--- src/rtl/rv_core_pkg.sv ---
// Shared rv32i core definitions: address width, the bubble instruction and
// the fetch FSM encoding.
package rv_core_pkg;

    localparam int XLEN_ADDR = 16;

    // addi x0,x0,0 - used for bubbles and out-of-range fetches
    localparam logic [31:0] NOP_INSTR = 32'h0000_0013;

    typedef enum logic {
        FS_RUN  = 1'b0,
        FS_HALT = 1'b1
    } fetch_state_e;

    // Force a byte address onto a word boundary
    function automatic logic [XLEN_ADDR-1:0] word_align(input logic [XLEN_ADDR-1:0] a);
        return {a[XLEN_ADDR-1:2], 2'b00};
    endfunction

endpackage

--- src/rtl/pc_next_sel.sv ---
// Next-PC selection for the fetch stage: priority mux of control targets
// (trap > ret > redirect), word-alignment fix-up and misalign detection.
// The sequential pc+4 value is also produced here so that all next-PC
// arithmetic sits in one place.
module pc_next_sel
    import rv_core_pkg::*;
(
    input  logic [XLEN_ADDR-1:0] pc,
    input  logic                 trap_req,
    input  logic [XLEN_ADDR-1:0] trap_vec,
    input  logic                 ret_req,
    input  logic [XLEN_ADDR-1:0] ret_pc,
    input  logic                 redirect_valid,
    input  logic [XLEN_ADDR-1:0] redirect_pc,
    output logic                 ctrl_event,
    output logic [XLEN_ADDR-1:0] ctrl_target,
    output logic                 ctrl_misalign,
    output logic [XLEN_ADDR-1:0] pc_seq
);

    logic [XLEN_ADDR-1:0] raw_target;

    // Pick the highest-priority control target; a raw target is only meaningful when ctrl_event is set
    always_comb begin
        raw_target = redirect_pc;
        ctrl_event = trap_req | ret_req | redirect_valid;
        if (trap_req)
            raw_target = trap_vec;
        else if (ret_req)
            raw_target = ret_pc;
    end

    // Low address bits are dropped rather than faulted; the flag lets the core log it
    assign ctrl_target   = word_align(raw_target);
    assign ctrl_misalign = ctrl_event && (raw_target[1:0] != 2'b00);

    // Natural 16-bit wrap: 0xFFFC + 4 -> 0x0000
    assign pc_seq = pc + XLEN_ADDR'(4);

endmodule

--- src/rtl/fetch_unit.sv ---
// Instruction-fetch stage: owns the PC, addresses the combinational ROM and
// registers the returned word into the IF/ID register. Control events
// (trap/ret/redirect) flush the IF/ID slot and retarget the PC in any state;
// halt stops new fetches while letting the live slot drain to decode.
module fetch_unit
    import rv_core_pkg::*;
#(
    parameter logic [15:0] RESET_PC = 16'h0000,
    parameter int          IM_DEPTH = 128
) (
    input  logic        clk,
    input  logic        rst_n,
    output logic [15:0] im_addr,
    input  logic [31:0] im_rd,
    input  logic        redirect_valid,
    input  logic [15:0] redirect_pc,
    input  logic        trap_req,
    input  logic [15:0] trap_vec,
    input  logic        ret_req,
    input  logic [15:0] ret_pc,
    input  logic        halt_req,
    input  logic        resume,
    input  logic        id_ready,
    output logic        id_valid,
    output logic [31:0] id_instr,
    output logic [15:0] id_pc,
    output logic        id_fault,
    output logic [15:0] trap_epc,
    output logic        misalign
);

    // One bit wider than the address so 4*IM_DEPTH = 64K still compares correctly
    localparam logic [XLEN_ADDR:0] IM_BYTES = (XLEN_ADDR+1)'(4 * IM_DEPTH);

    fetch_state_e         state;
    logic [XLEN_ADDR-1:0] pc;

    logic                 ctrl_event;
    logic [XLEN_ADDR-1:0] ctrl_target;
    logic                 ctrl_misalign;
    logic [XLEN_ADDR-1:0] pc_seq;
    logic                 out_of_range;
    logic                 slot_free;

    pc_next_sel u_pc_next_sel (
        .pc             (pc),
        .trap_req       (trap_req),
        .trap_vec       (trap_vec),
        .ret_req        (ret_req),
        .ret_pc         (ret_pc),
        .redirect_valid (redirect_valid),
        .redirect_pc    (redirect_pc),
        .ctrl_event     (ctrl_event),
        .ctrl_target    (ctrl_target),
        .ctrl_misalign  (ctrl_misalign),
        .pc_seq         (pc_seq)
    );

    assign im_addr      = pc;
    assign out_of_range = ({1'b0, pc} >= IM_BYTES);
    // IF/ID slot can take a new word when empty or being consumed this cycle
    assign slot_free    = !id_valid || id_ready;

    // PC, IF/ID register and RUN/HALT FSM; control events override everything else
    always_ff @(posedge clk or negedge rst_n) begin
        if (!rst_n) begin
            state    <= FS_RUN;
            pc       <= RESET_PC;
            id_valid <= 1'b0;
            id_instr <= NOP_INSTR;
            id_pc    <= '0;
            id_fault <= 1'b0;
            trap_epc <= '0;
            misalign <= 1'b0;
        end else begin
            misalign <= 1'b0;
            if (ctrl_event) begin
                // Flush and retarget; fetch from the new pc starts next cycle
                pc       <= ctrl_target;
                id_valid <= 1'b0;
                id_fault <= 1'b0;
                misalign <= ctrl_misalign;
                state    <= FS_RUN;
                if (trap_req)
                    trap_epc <= id_valid ? id_pc : pc;
            end else begin
                unique case (state)
                    FS_RUN: begin
                        if (halt_req) begin
                            // No fetch on the halting cycle; live slot may still drain
                            state <= FS_HALT;
                            if (id_valid && id_ready)
                                id_valid <= 1'b0;
                        end else if (slot_free) begin
                            id_valid <= 1'b1;
                            id_pc    <= pc;
                            id_instr <= out_of_range ? NOP_INSTR : im_rd;
                            id_fault <= out_of_range;
                            pc       <= pc_seq;
                        end
                    end
                    FS_HALT: begin
                        // pc holds; leaving HALT does not fetch until the next cycle
                        if (resume)
                            state <= FS_RUN;
                        if (id_valid && id_ready)
                            id_valid <= 1'b0;
                    end
                    default: state <= FS_RUN;
                endcase
            end
        end
    end

endmodule

--- config.mk ---
export PLATFORM = sky130hd
export DESIGN_NAME = fetch_unit
export DESIGN_NICKNAME = d
export VERILOG_FILES = /design/src/rtl/rv_core_pkg.sv /design/src/rtl/pc_next_sel.sv /design/src/rtl/fetch_unit.sv
export SDC_FILE = /design/constraint.sdc
export NUM_CORES = 1
export LEC_CHECK = 0
export CORE_MARGIN = 2
export CORE_UTILIZATION = 38
export DETAILED_ROUTE_END_ITERATION = 7
export GPL_ROUTABILITY_DRIVEN = 0
export PLACE_DENSITY = 0.77
export SLEW_MARGIN = 20
export SYNTH_ARGS = -nofsm -noshare
export SYNTH_HDL_FRONTEND = slang
export SYNTH_SLANG_ARGS = --single-unit
--- constraint.sdc ---
create_clock -name clk -period 1.9 [get_ports clk]
set_input_delay 0.19 -clock clk [delete_from_list [all_inputs] [get_ports clk]]
set_output_delay 0.19 -clock clk [all_outputs]
set_load 0.05 [all_outputs]
# After elaboration in Yosys (flattened, before gate mapping)
# Cells that the tools add are included.
[word_totals]
romBits = 0
mem_count = 0
regBits = 84
latch_bits = 0
ramBits = 0
output_inout_bits = 83
[op_classes]
add_sub_neg = 1
mul = 0
mux = 22
order_cmp = 1
reduce_logical = 9
div_mod_pow = 0
eq_ne = 3
n_shift = 0
bitwise = 5
[op_table]
columns = ["op", "n"]
rows = [
  ["two-way mux 16 bit", 7],
  ["two-way mux 32 bit", 1],
  ["adder 16 x 3 -> 16 bit (second input constant)", 1],
  [">= comparator 16 x 10 -> 1 bit (second input constant)", 1],
  ["two-way mux 1 bit", 12],
  ["!= test 2 x 1 -> 1 bit (second input constant)", 2],
  ["!= test 4 x 3 -> 1 bit (second input constant)", 1],
  ["one-hot mux 1 bit (2 select lines)", 2],
  ["AND reduction 4 bit", 1],
  ["nonzero test 2 bit", 2],
  ["NOT 1 bit", 3],
  ["AND reduction 3 bit", 1],
  ["logical AND 1 bit", 2],
  ["OR 1 bit", 2],
  ["AND reduction 2 bit", 1],
  ["logical NOT 1 bit", 1],
  ["logical OR 1 bit", 1],
]

# Longest topological paths before layout
[depth]
word_depth = 6
mapped_depth = 8
mapped_depth_nobuf = 5

# By module
# Synthesis repeated with hierarchy kept, for this count alone.
[unflattened]
cells_unflattened = 378
hier_area_um2 = 4311.6
[modules_own_cells]
columns = ["module", "area_each_um2", "seq_area_each_um2", "instances", "cells_each"]
rows = [
  ["fetch_unit", 3693.5, 2105.8, 1, 285],
  ["pc_next_sel", 618.1, 0.0, 1, 93],
]

# Least setup slack after synthesis
# Ideal clock, no wire load.
[synth_path]
path_kind = "reg2reg"
start = "register id_valid"
end = "register id_instr[24]"
path_slack_ns = -0.254
t_arrival_ns = 2.087
n_path_buf = 4
setup_ns = 0.067
stages_incl_launch_ff = 9
cell_sequence = "dfrtp_1 -> buf_2 -> nor2b_1 -> buf_2 -> nor2_1 -> nand2_1 -> clkbuf_1 -> clkbuf_1 -> a22o_1"
[synth_via]
elab_chain_cells = 3
[synth_lines]
columns = ["element", "line", "rtl"]
rows = [
  ["from (decl)", "fetch_unit.sv:24", "output logic id_valid,"],
  ["from (signal assigned)", "fetch_unit.sv:69", "id_valid <= 1'b0;"],
  ["from (signal assigned)", "fetch_unit.sv:80", "id_valid <= 1'b0;"],
  ["from (signal assigned)", "fetch_unit.sv:93", "id_valid <= 1'b0;"],
  ["logical NOT 1 bit", "fetch_unit.sv:62", "assign slot_free = !id_valid || id_ready;"],
  ["logical OR 1 bit", "fetch_unit.sv:62", ""],
  ["AND reduction 4 bit (no line)", "--", ""],
  ["to (signal assigned)", "fetch_unit.sv:97", "id_instr <= out_of_range ? NOP_INSTR : im_rd;"],
  ["to (decl)", "fetch_unit.sv:25", "output logic [31:0] id_instr,"],
]
# Every way passes these cells.
# A chain may end at the register's enable or synchronous reset.

# Worst setup path in the final report
[layout_path]
start = "register pc[13], in the netlist im_addr[13]"
end = "output port im_addr[13]"
[layout_lines]
columns = ["element", "line", "rtl"]
rows = [
  ["from (decl)", "fetch_unit.sv:36", "logic [XLEN_ADDR-1:0] pc;"],
  ["from (signal assigned)", "fetch_unit.sv:79", "pc <= ctrl_target;"],
  ["from (signal assigned)", "fetch_unit.sv:99", "pc <= pc_seq;"],
  ["to (decl)", "fetch_unit.sv:13", "output logic [15:0] im_addr,"],
]
# No word-level cell between the ends.

==> results.md <==
- Placed cell area: 0.005620 sq mm
- Router iterations before antenna repair: 4
- Via/cell ratio: 5.197
- Clock buffer depth: 2
- Cell with the most instances after synthesis: dfrtp_1
- Initial DRC Count: 166
- Initial core utilization: approximately two fifths
- Largest area contributor in the netlist: dfrtp_1
- Placed Cells: 642
- Synth Instances: between 300 and 400
- Per-cell routed wire length: roughly 16 um
- Register-to-Register Path Depth: 5
- Pin count of the biggest net entering global routing: slightly above 50
- Top cells by area, synth: dfrtp_1, a22o_1, mux2_2
- Root buffer cell: clkbuf_8
- Crit Path Class: reg -> out
- Setup violators final: 0
- EDFF count, synth: 0
- Ratio of cells with drive above 1 in the final layout: 14.26%
- First-pass GRT wire length: ~17000 um
- RR Startpoint: im_addr[9]$_DFFE_PN0P_
- Die height: 103.1 um
- Clock-pin slew on the worst setup and hold paths: 0.08 ns
- RSZ-0062 raised after global routing: false
- Total grt overflow: 0
- Hold Crit Class: in -> reg
- Inserted Diodes: 0
- Status: complete, no violations
- Final WL: ~11000 um
- Post-route clock period utilization: slightly below 100%
- Largest vdd supply drop: between 0.0006 and 0.0007 V
- Cell Area, Synth: 0.003731 sq mm
- Post-detail-place hpwl: 8069 um
- Design area: 0.005857 sq mm
- Core region area: just under 0.01 sq mm
- PortBufs: 164
- CP Capture Type: primary output
- Clk sink count: between 70 and 80
- Slew Limit Fails: 0
- Fin. Hold Viols: 0
- Yosys warns: 0
- CTS tree: built
- Worst slew margin: 63.88%
- Fin nets: 611
- Commonest cells post-synth: dfrtp_1, a22o_1, a21oi_1
- Post-route ant nets: 0
- Top cell type's share of synthesized area: 50.30%
- Antenna violations before repair: 0
- CTS Buf Count: 9
- Vias in the first global route: 3233
- Max FO, Critical Path: 6
- Max Clock Freq: 543.4 MHz
- DRC violations left: 0
- Leak Pwr: roughly 2.5 nW
- Asr flop ratio synth: 100.0%
- Synth unique cells: 46
- Number of synthesized register bits: 78
- Tmin final: 1.840 ns
- Top_reg_cell synth: dfrtp_1
- Postcts setup bufs: 0
- Syn-to-layout area delta: 56.98%
- Top Ports: 171
- Synthesized area per cell: ~11 sq um
- Clock skew: ~0.011 ns
- WP data arrival: roughly 1.7 ns
- Total GRT Usage: 20.46%
- CP Capture Point: im_addr[13]
- RR Endpoint: id_instr[22]$_DFFE_PN0P_
- Max Cap Viol: 0
- Die footprint: ~0.011 sq mm
- Hold slack final: about 0.28 ns
- Actual slew at the worst max-slew pin: ~0.54 ns
- Die width: 103.1 um
- Flop2flop setup slack: 0.11 ns
- Max H-tree Level: 3
- Pwr dens: 902.7 mW/mm^2
- Fin cells: 659
- Vias: 3425
- Register area share after synthesis: between 50 and 60%
- Num rows: 36
- Req. time, crit path: 1.71 ns
- Startpoint types: flip-flop
- CP startpoint: im_addr[13]$_DFFE_PN0P_
- Clock latency on the worst-skew pair: 0.35 ns
[per-layer routing]
layer | vias to the layer above | routed length [um] | global-route usage [%]
li1 | 1625 | - | -
met1 | 1682 | 4575 | 27.37
met2 | 106 | 5463 | 32.62
met3 | 12 | 605 | 5.898
met4 | 0 | 127 | 5.668
met5 | - | 0 | 0
[flip-flops by register name (all words and copies together) (netlist names)]
signal,cells
state,1
id_valid,1
id_fault,1
id_pc,14
im_addr,14
trap_epc,14
id_instr,32
misalign,1
[cell usage in the layout (no fill, tap or decap), types with 2 or more instances in the layout]
cell type        instances
inv_1                    8
nand4_1                  2
ha_1                     2
dfstp_2                  3
mux2_2                  14
o31a_1                   2
nor3_1                   8
clkbuf_8                10
a22oi_1                  2
o2bb2ai_1                2
o21ai_0                 11
dfrtp_1                 69
buf_4                   28
nor2b_1                  7
nand2_1                 14
a31oi_1                 10
dlygate4sd2_1            6
dfrtp_2                  6
o22a_1                   7
a211oi_1                 3
a21oi_1                 28
nor4_1                   4
buf_12                   3
o31ai_1                  2
nand3b_1                 7
a22o_1                  30
nor3b_1                  5
dlymetal6s2s_1           5
conb_1                   6
a2bb2oi_1                9
o21a_1                   4
nor2_1                  21
mux2i_1                 14
nand3_1                  3
clkdlybuf4s50_1        147
[where the power goes]
group | total, mW | leakage [nW] | switching, mW | internal (mW)
Clock | 1.31 | 0.102 | 0.646 | 0.660
Combinational | 1.92 | 1.38 | 1.17 | 0.744
Sequential | 2.06 | 0.979 | 0.189 | 1.87
Total | 5.29 | 2.46 | 2.01 | 3.28
[final cells by class]
type	count	area (sq um)
Clock buffer	11	141.4
Sequential cell	78	1963
Tap cell	133	166.4
Multi-Input combinational cell	232	1614
Clock inverter	5	66.31
Fill cell	840	3782
Timing Repair Buffer	191	1872
Inverter	9	33.78
[critical path, cell delays in order, from the launching register on]
cell and delay [ns]:
dfrtp_2 0.36, buf_4 0.14, clkdlybuf4s50_1 0.80
[stage by stage]
| step | power [mW] | util [%] | setup slack (ns) | TNS (ns) |
|---|---|---|---|---|
| after global routing | 5.520 | 60.76 | 0.02250 | 0 |
| after global placement | 3.995 | 58.31 | -0.05461 | -0.4831 |
| final | 5.287 | 60.76 | 0.05961 | 0 |
| after CTS | 5.330 | 60.49 | 0.003957 | 0 |
| after floorplan | 3.211 | - | 0.003465 | 0 |
| after detailed placement | 4.023 | 58.31 | -0.1120 | -1.102 |
[repair_timing]
| action | in CTS | in global routing |
|---|---|---|
| hold endpoints to repair | 28 | 0 |
| hold buffers | 1 | 0 |
| endpoints found under the setup margin | 6 | 42 |
| resized for setup | 6 | 8 |
[logic make-up after synthesis]
logic type / after synthesis / share of synthesized area (%)
buffers and inverters: 39 / 5.365
adder cells (fa/ha/maj): 2 / 0.6706
flip-flops: 78 / 52.41
other: 1 / 0.1005
multiplexers: 28 / 7.981
AND/OR/NAND/NOR: 81 / 11.57
AO/OA/AOI/OAI: 115 / 21.90
[worst min-delay path by stage]
stage | from | endpoint | slack, ns | cells after the start
finish | trap_req | trap_epc[12]$_DFFE_PN0P_ | 0.28 | 3
global route | trap_req | trap_epc[13]$_DFFE_PN0P_ | 0.29 | 3
CTS | trap_req | trap_epc[12]$_DFFE_PN0P_ | 0.26 | 3
detailed placement | rst_n | id_instr[29]$_DFFE_PN0P_ | 0.14 | 1
global placement | rst_n | id_instr[29]$_DFFE_PN0P_ | 0.14 | 1
floorplan | rst_n | id_fault$_DFFE_PN0P_ | -0.11 | 0
(Power assumes the default switching activity.)
